<file path="src/rtl/keypad_emulator.sv">
// Passive 4x4 keypad model: closes one commanded key for a timed hold, with optional
// LFSR-driven contact chatter on make and break, and reflects scanned columns onto rows.
module keypad_emulator #(
    parameter int unsigned BOUNCE_CYCLES = 48000,
    parameter int unsigned CHATTER_DIV   = 480,
    parameter int unsigned GAP_CYCLES    = 48000,
    parameter logic [15:0] LFSR_SEED     = 16'hACE1
) (
    input  logic        clk,
    input  logic        reset,
    input  logic        press_req,
    input  logic [3:0]  press_key,
    input  logic [23:0] press_hold,
    input  logic        press_bounce,
    output logic        busy,
    output logic        done,
    input  logic [3:0]  keypad_vert,
    output logic [3:0]  keypad_hori,
    output logic        contact
);
    localparam int unsigned DIV_W = $clog2(CHATTER_DIV) + 1;
    localparam logic [23:0] BOUNCE_M1 = 24'(BOUNCE_CYCLES - 1);
    localparam logic [23:0] GAP_M1    = 24'(GAP_CYCLES - 1);
    localparam logic [DIV_W-1:0] DIV_M1 = DIV_W'(CHATTER_DIV - 1);

    typedef enum logic [2:0] {IDLE, BOUNCE_IN, HOLD, BOUNCE_OUT, GAP} state_t;

    state_t           state, state_nx;
    logic [23:0]      cnt, cnt_nx;
    logic             done_q, done_nx;
    logic [15:0]      lfsr;
    logic [DIV_W-1:0] div_cnt;
    logic [3:0]       key_q;
    logic [23:0]      hold_q;
    logic             bounce_q;
    logic [23:0]      req_hold_m1, hold_m1;
    logic             in_bounce;

    // A zero hold request still gives one cycle of solid contact.
    assign req_hold_m1 = (press_hold == 24'd0) ? 24'd0 : press_hold - 24'd1;
    assign hold_m1     = (hold_q == 24'd0) ? 24'd0 : hold_q - 24'd1;
    assign in_bounce   = (state == BOUNCE_IN) || (state == BOUNCE_OUT);

    always_ff @(posedge clk) begin
        if (reset) begin
            state    <= IDLE;
            cnt      <= 24'd0;
            done_q   <= 1'b0;
            lfsr     <= LFSR_SEED;
            div_cnt  <= '0;
            key_q    <= 4'd0;
            hold_q   <= 24'd0;
            bounce_q <= 1'b0;
        end else begin
            state  <= state_nx;
            cnt    <= cnt_nx;
            done_q <= done_nx;
            if (state == IDLE && press_req) begin
                key_q    <= press_key;
                hold_q   <= press_hold;
                bounce_q <= press_bounce;
            end
            // The divider restarts at each chatter phase; the LFSR keeps its value across presses.
            if (in_bounce) begin
                if (div_cnt == DIV_M1) begin
                    div_cnt <= '0;
                    lfsr    <= {lfsr[0] ^ lfsr[2] ^ lfsr[3] ^ lfsr[5], lfsr[15:1]};
                end else begin
                    div_cnt <= div_cnt + 1'b1;
                end
            end else begin
                div_cnt <= '0;
            end
        end
    end

    always_comb begin
        state_nx = state;
        cnt_nx   = cnt;
        done_nx  = 1'b0;
        case (state)
            IDLE: begin
                if (press_req) begin
                    if (press_bounce) begin
                        state_nx = BOUNCE_IN;
                        cnt_nx   = BOUNCE_M1;
                    end else begin
                        state_nx = HOLD;
                        cnt_nx   = req_hold_m1;
                    end
                end
            end
            BOUNCE_IN: begin
                if (cnt == 24'd0) begin
                    state_nx = HOLD;
                    cnt_nx   = hold_m1;
                end else begin
                    cnt_nx = cnt - 24'd1;
                end
            end
            HOLD: begin
                if (cnt == 24'd0) begin
                    state_nx = bounce_q ? BOUNCE_OUT : GAP;
                    cnt_nx   = bounce_q ? BOUNCE_M1 : GAP_M1;
                end else begin
                    cnt_nx = cnt - 24'd1;
                end
            end
            BOUNCE_OUT: begin
                if (cnt == 24'd0) begin
                    state_nx = GAP;
                    cnt_nx   = GAP_M1;
                end else begin
                    cnt_nx = cnt - 24'd1;
                end
            end
            GAP: begin
                if (cnt == 24'd0) begin
                    state_nx = IDLE;
                    cnt_nx   = 24'd0;
                    done_nx  = 1'b1;
                end else begin
                    cnt_nx = cnt - 24'd1;
                end
            end
            default: begin
                state_nx = IDLE;
                cnt_nx   = 24'd0;
            end
        endcase
    end

    // Rows follow the columns combinationally, as a real switch matrix does.
    always_comb begin
        busy    = (state != IDLE);
        done    = done_q;
        contact = 1'b0;
        case (state)
            BOUNCE_IN, BOUNCE_OUT: contact = lfsr[0];
            HOLD:                  contact = 1'b1;
            default:               contact = 1'b0;
        endcase
        keypad_hori = (contact && keypad_vert[key_q[1:0]]) ? (4'b0001 << key_q[3:2]) : 4'b0000;
    end
endmodule

</file>
<file path="config.mk">
export PLATFORM = sky130hd
export DESIGN_NAME = keypad_emulator
export DESIGN_NICKNAME = d
export VERILOG_FILES = /design/src/rtl/keypad_emulator.sv
export SDC_FILE = /design/constraint.sdc
export NUM_CORES = 1
export LEC_CHECK = 0
export BUFFER_PORTS_ARGS = -buffer_cell sky130_fd_sc_hd__buf_2
export CELL_PAD_IN_SITES_DETAIL_PLACEMENT = 0
export CELL_PAD_IN_SITES_GLOBAL_PLACEMENT = 1
export CORE_AREA = 3 3 112 114
export CTS_BUF_LIST = sky130_fd_sc_hd__clkbuf_16
export DETAILED_ROUTE_END_ITERATION = 6
export DIE_AREA = 0 0 115 117
export GPL_ROUTABILITY_DRIVEN = 0
export PLACE_DENSITY = 0.86
export RECOVER_POWER = 25
export SYNTH_ARGS = -nofsm -noshare
export SYNTH_HDL_FRONTEND = slang
export SYNTH_SLANG_ARGS = --single-unit
</file>
<file path="constraint.sdc">
create_clock -name clk -period 3.1 [get_ports clk]
set_input_delay 0.465 -clock clk [delete_from_list [all_inputs] [get_ports clk]]
set_output_delay 0.465 -clock clk [all_outputs]
set_load 0.05 [all_outputs]
</file>
## Word-level counts from Yosys, hierarchy flattened

Cells that the tools add are included.

| word-level totals | value |
|---|---|
| register bits after elaboration | 83 |
| input port bits | 36 |
| output and inout port bits | 7 |
| word-level logic and storage cells | 64 |

| cells by class | value |
|---|---|
| $add $sub $neg | 4 |
| order comparisons | 1 |
| eq/ne operators | 10 |
| shift operators | 1 |
| muxes and demuxes | 21 |
| bitwise logic cells | 5 |
| reductions and logical operators | 14 |

Operators by type and width:

| cell | number |
|---|---|
| $mux W24 | 7 |
| $pmux W24 S4 | 1 |
| $logic_not A24 Y1 | 3 |
| $sub A24 B1 Y24 const B | 3 |
| $mux W3 | 6 |
| $pmux W3 S5 | 1 |
| $add A10 B1 Y10 const B | 1 |
| $eq A10 B9 Y1 const B | 1 |
| $eq A3 B2 Y1 const B | 2 |
| $ne A2 B2 Y1 const B | 3 |
| $reduce_or A2 Y1 | 3 |
| $reduce_and A5 Y1 | 1 |
| $mux W4 | 1 |
| $ne A2 B1 Y1 const B | 2 |
| $shl A1 B2 Y4 const A | 1 |
| $eq A3 B1 Y1 const B | 1 |
| $eq A3 B3 Y1 const B | 1 |
| $logic_not A3 Y1 | 1 |
| $lt A2 B3 Y1 const B | 1 |
| $reduce_bool A3 Y1 | 1 |
| $reduce_or A3 Y1 | 1 |
| $xor A1 B1 Y1 | 3 |
| $bmux W1 S2 | 1 |
| $logic_and A1 B1 Y1 | 2 |
| 6 further kinds | 8 |

## Logic depth before layout (Yosys ltp)

| depth | value |
|---|---|
| depth after elaboration | 5 |
| gate-level depth with buffers | 10 |
| mapped depth without buffers | 8 |

## Worst setup path after synthesis

Ideal clock, no wire load.

| path | value |
|---|---|
| path type | reg2out |
| start point | register state[0] |
| end point | output port keypad_hori[2] |
| data arrival time | 2,870 ps |
| required time | 2,635 ps |
| setup slack | -235 ps |
| stages on the path, launching flop included | 6 |
| path buffers | 1 |
| cells stage by stage | dfxtp_1 > buf_1 > mux2i_1 > nor2_1 > nand2_1 > nor3b_1 |

| between the ends | value |
|---|---|
| cells in the longest elaborated chain, start to end | 5 |
| elaborated cells on any way between the ends | 7 |
| those cells by class | eq/ne: 3; mux: 2; reduce/logical: 2 |

RTL lines:

| item | line | text |
|---|---|---|
| start, declared | 28 | `state_t state, state_nx;` |
| start signal, assigned | 55 | `state <= state_nx;` |
| $eq A3 B1 Y1 / $eq A3 B2 Y1 (equally long branches) | 138 | `case (state)` |
| $reduce_or A2 Y1 | 138 |  |
| $pmux W1 S2 * | 138 |  |
| named net contact | 19 | `output logic contact` |
| $logic_and A1 B1 Y1 * | 143 | `keypad_hori = (contact && keypad_vert[key_q[1:0]]) ? (4'b0001 << key_q[3:2]) : 4'b0000;` |
| $mux W4 * | 143 |  |
| end, declared | 18 | `output logic [3:0] keypad_hori,` |

The timed path passes the listed nets; every way through them passes the cells marked *.

## Final worst setup path

| path | value |
|---|---|
| start point | register cnt[0] |
| end point | register cnt[2] |

| between the ends | value |
|---|---|
| cells in the longest elaborated chain, start to end | 3 |
| elaborated cells on any way between the ends | 6 |
| those cells by class | add/sub: 1; mux: 4; reduce/logical: 1 |

RTL lines:

| item | line | text |
|---|---|---|
| start, declared | 29 | `logic [23:0] cnt, cnt_nx;` |
| start signal, assigned | 56 | `cnt <= cnt_nx;` |
| $sub A24 B1 Y24 / $logic_not A24 Y1 (equally long branches) | -- |  |
| $mux W24 (on tied branches) | -- |  |
| $pmux W24 S4 * | 81 | `case (state)` |

Every way passes the cells marked *; elsewhere a longest branch is shown, timed or not.
A chain may end at the register's enable or synchronous reset.

==> metrics.yaml <==
grt_pass1_wl_um: 24880
finalWorstPathRequiredPeriod_ps: 2862
power.leakage_uw: 0.002167
hp-class: "input pin to flop"
place.port_buffers: 42
core_box_area_sq_mm: 0.01152
globalRouteOverflowTotal: 0
timing.critical_path.slowest_stage_cell: "sky130_fd_sc_hd__or4b_1"
placement.setup.worst_slack_ps: 295.4
synth-warning-count: 0
grt_max_degree: 30
cts.htree.levels: 3
crit_buf_inv: 1
post_cts.repair.setup_buffers: 0
synth-seq-area-share: 0.3182
post-layout-total-power_uw: 3343
synth_largest_area_cell: "sky130_fd_sc_hd__dfxtp_1"
signed_area_change_from_the_synthesized_netlist_to_the_final_layout_pct: 12.12
ir_worst_vdd_mv: 0.2885
chipWidth_um: 115
diodes: 0
ys_seq_elements: 83
number_of_standard_cells_after_synthesis: 695
regArea_sq_mm: 0.001662
clock_sinks: 83
busiest_layer: "met2"
post-dp-hpwl_um: 11580
resized_gates_after_cts: 0
post_drt_wl_per_cell_um: 17.58
netlist-cell-type-count: 67
drv_cap: 0
number_of_synthesized_flops_with_an_enable_pin: 0
hold_violations: 0
synth.net_count: 737
route.detailed.drc: 0
timing.critical_path.max_delay_family: "simple AND/OR/NAND/NOR gates"
grt_setup_unrepaired: "false"
synth.avg_cell_area_sq_um: 7.514
cts.path.max_buffers: 2
run_status: "finished clean"
powerDensity_mw_per_mm2: 570.9
clock_transition_time_at_the_flip_flop_clock_pins_of_the_worst_setup_and_hold_paths_ps: 70
synthesis.area_sq_mm: 0.005223
synth_top_flop_cell: "sky130_fd_sc_hd__dfxtp_1"
worst_slew_margin: 0.1763
vias_in_the_first_global_route: 4972
setup.worst_path.end_class: "flop"
cts-hold-fix-buffers: 0
die_height_um: 117
initial_core_util: 0.4535
timing.final.crit_share: 0.9232
slowest_delay_ps: 620
critical_path.cell_chain: "inv_1 -> ha_1 -> or4b_1 -> or4_4 -> nor2_4 -> o211ai_2 -> o2111ai_1 -> nand3_1"
tightestPinTransition_ps: 1236
timing.fmax_mhz: 349.4
synth_async_sr_flop_share: 0
final_nets: 773
globalRouteMet3Util: 0.04267
global_route.usage.met2: 0.3854
fill_cells: 1148
data_required_time_of_the_worst_path_ps: 3330
detail_route.iter0.violations: 450
cts_bufs_inserted: 9
grt_antenna_before_repair: 0
synth.area.top_cells: "sky130_fd_sc_hd__dfxtp_1, sky130_fd_sc_hd__nand2_1, sky130_fd_sc_hd__xor2_1"
layout-drive-gt1-share: 0.1196
antenna_violating_nets_post_route: 0
grt.met1_usage: 0.2987
drt_wl_total_um: 15460
skew_ps: 8.412
synthDominantCellAreaShare: 0.3182
fp.dieArea_sq_mm: 0.01346
leading_cell_type_in_the_layout_fill_and_taps_excluded: "sky130_fd_sc_hd__nand2_1"
number_of_slew_limit_violations_in_the_final_report: 0
pin_count: 43
clock_tree_from_tritoncts: "built"
gr-usage-all-layers: 0.2351
commonest_cells_after_routing_fill_and_taps_aside: "sky130_fd_sc_hd__nand2_1, sky130_fd_sc_hd__dfxtp_1, sky130_fd_sc_hd__nor2_1, sky130_fd_sc_hd__a21oi_1, sky130_fd_sc_hd__buf_2"
cp-start-kind: "flop"
num_vias: 5213
critPathKind: "flop to flop"
routed_via_density: 5.931
insertion_delay_ps: 350
layout_setup_ws_ps: 238.1
detail_route.first_pass.iterations: 5
critPathMaxFanout: 13
clock_tree.root_cell: "sky130_fd_sc_hd__clkbuf_16"
timing.final.setup_violations: 0
arrival_time_reported_for_the_critical_path_endpoint_ps: 3090
multi_input_comb_area_sq_mm: 0.003359
rows: 39
-- cell families after synthesis --
kind of cell	Yosys count	synth area share
AND/OR/NAND/NOR	339	0.3191
buffers and inverters	48	0.03857
adder cells (fa/ha/maj)	6	0.01437
XOR/XNOR	63	0.1057
AO/OA/AOI/OAI	153	0.1960
multiplexers	3	0.008146
flip-flops	83	0.3182
-- state kept, by name, indices dropped and copies added, names as in the netlist --
signal    cells
key_q         4
done          1
cnt          24
lfsr         16
div_cnt      10
bounce_q      1
state         3
hold_q       24
-- worst paths after layout --
path	startpoint	to	slack, ps	cells after the start
min reg2reg	lfsr[13]$_SDFFE_PP1P_	lfsr[12]$_SDFFE_PP0P_	450	2
max reg2reg	cnt[0]$_SDFFE_PP0P_	cnt[2]$_SDFFE_PP0P_	240	8
min	press_key[1]	key_q[1]$_SDFFE_PP0P_	350	3
max	cnt[0]$_SDFFE_PP0P_	cnt[2]$_SDFFE_PP0P_	240	8
-- cell usage after synthesis, types with 3 or more instances --
| library cell | instances |
|---|---|
| sky130_fd_sc_hd__or4_1 | 9 |
| sky130_fd_sc_hd__buf_2 | 5 |
| sky130_fd_sc_hd__a211oi_1 | 5 |
| sky130_fd_sc_hd__o22ai_1 | 4 |
| sky130_fd_sc_hd__clkbuf_1 | 24 |
| sky130_fd_sc_hd__nand4_1 | 14 |
| sky130_fd_sc_hd__a22oi_1 | 6 |
| sky130_fd_sc_hd__dfxtp_1 | 83 |
| sky130_fd_sc_hd__a21oi_1 | 52 |
| sky130_fd_sc_hd__nand2_1 | 136 |
| sky130_fd_sc_hd__xnor2_1 | 29 |
| sky130_fd_sc_hd__nor2b_1 | 4 |
| sky130_fd_sc_hd__nor4_1 | 20 |
| sky130_fd_sc_hd__nor4b_1 | 3 |
| sky130_fd_sc_hd__a221oi_2 | 3 |
| sky130_fd_sc_hd__ha_1 | 6 |
| sky130_fd_sc_hd__buf_1 | 3 |
| sky130_fd_sc_hd__nor2_1 | 64 |
| sky130_fd_sc_hd__o21ai_1 | 5 |
| sky130_fd_sc_hd__xor2_1 | 34 |
| sky130_fd_sc_hd__o211ai_1 | 5 |
| sky130_fd_sc_hd__inv_1 | 14 |
| sky130_fd_sc_hd__o21ai_0 | 25 |
| sky130_fd_sc_hd__nor3_1 | 28 |
| sky130_fd_sc_hd__nand3_1 | 14 |
| sky130_fd_sc_hd__a31oi_1 | 4 |
| sky130_fd_sc_hd__a221oi_1 | 5 |
| sky130_fd_sc_hd__nand2b_1 | 7 |
| sky130_fd_sc_hd__nand3b_1 | 9 |
| sky130_fd_sc_hd__or3_1 | 8 |
| sky130_fd_sc_hd__nand4b_1 | 3 |
| sky130_fd_sc_hd__and4_1 | 4 |
| sky130_fd_sc_hd__o31ai_1 | 5 |
| sky130_fd_sc_hd__a21boi_0 | 3 |
| sky130_fd_sc_hd__o211a_1 | 4 |
| sky130_fd_sc_hd__and2_1 | 5 |
-- stage by stage --
step                std cells  setup TNS, ps  hold slack (ps)  area [sq um]  utilization
global route              879              0            360.8          5856       0.5085
global placement          863              0            439.9          5590       0.4854
finish                    879              0            353.3          5856       0.5085
CTS                       879              0            351.3          5868       0.5096
floorplan                 695         -568.8            429.5          5223            -
detailed placement        863              0            442.5          5590       0.4854
-- worst min-delay path: cells and delay by family --
family,cells,cell delay (ps)
AO/OA/AOI/OAI,1,50
buffers and inverters,1,100
AND/OR/NAND/NOR,1,40
-- power by group --
group / switching (uW) / internal [uW]
Sequential: 124 / 1150
Clock: 478 / 550
Combinational: 659 / 380
Total: 1260 / 2080
-- routing by layer --
layer,routed length (um),vias to the layer above,share of wire
li1,-,2568,-
met4,547,0,0.035
met5,0,-,0
met3,1060,53,0.069
met2,7173,214,0.46
met1,6676,2378,0.43
-- layout make-up --
| cell class | instances | area share |
|---|---|---|
| Multi-Input combinational cell | 564 | 0.5737 |
| Sequential cell | 83 | 0.2838 |
| Timing Repair Buffer | 59 | 0.05556 |
| Clock buffer | 9 | 0.03846 |
| Tap cell | 143 | 0.03056 |
| Clock inverter | 7 | 0.008974 |
| Inverter | 14 | 0.008974 |
Power figures use the tool's default switching activity.
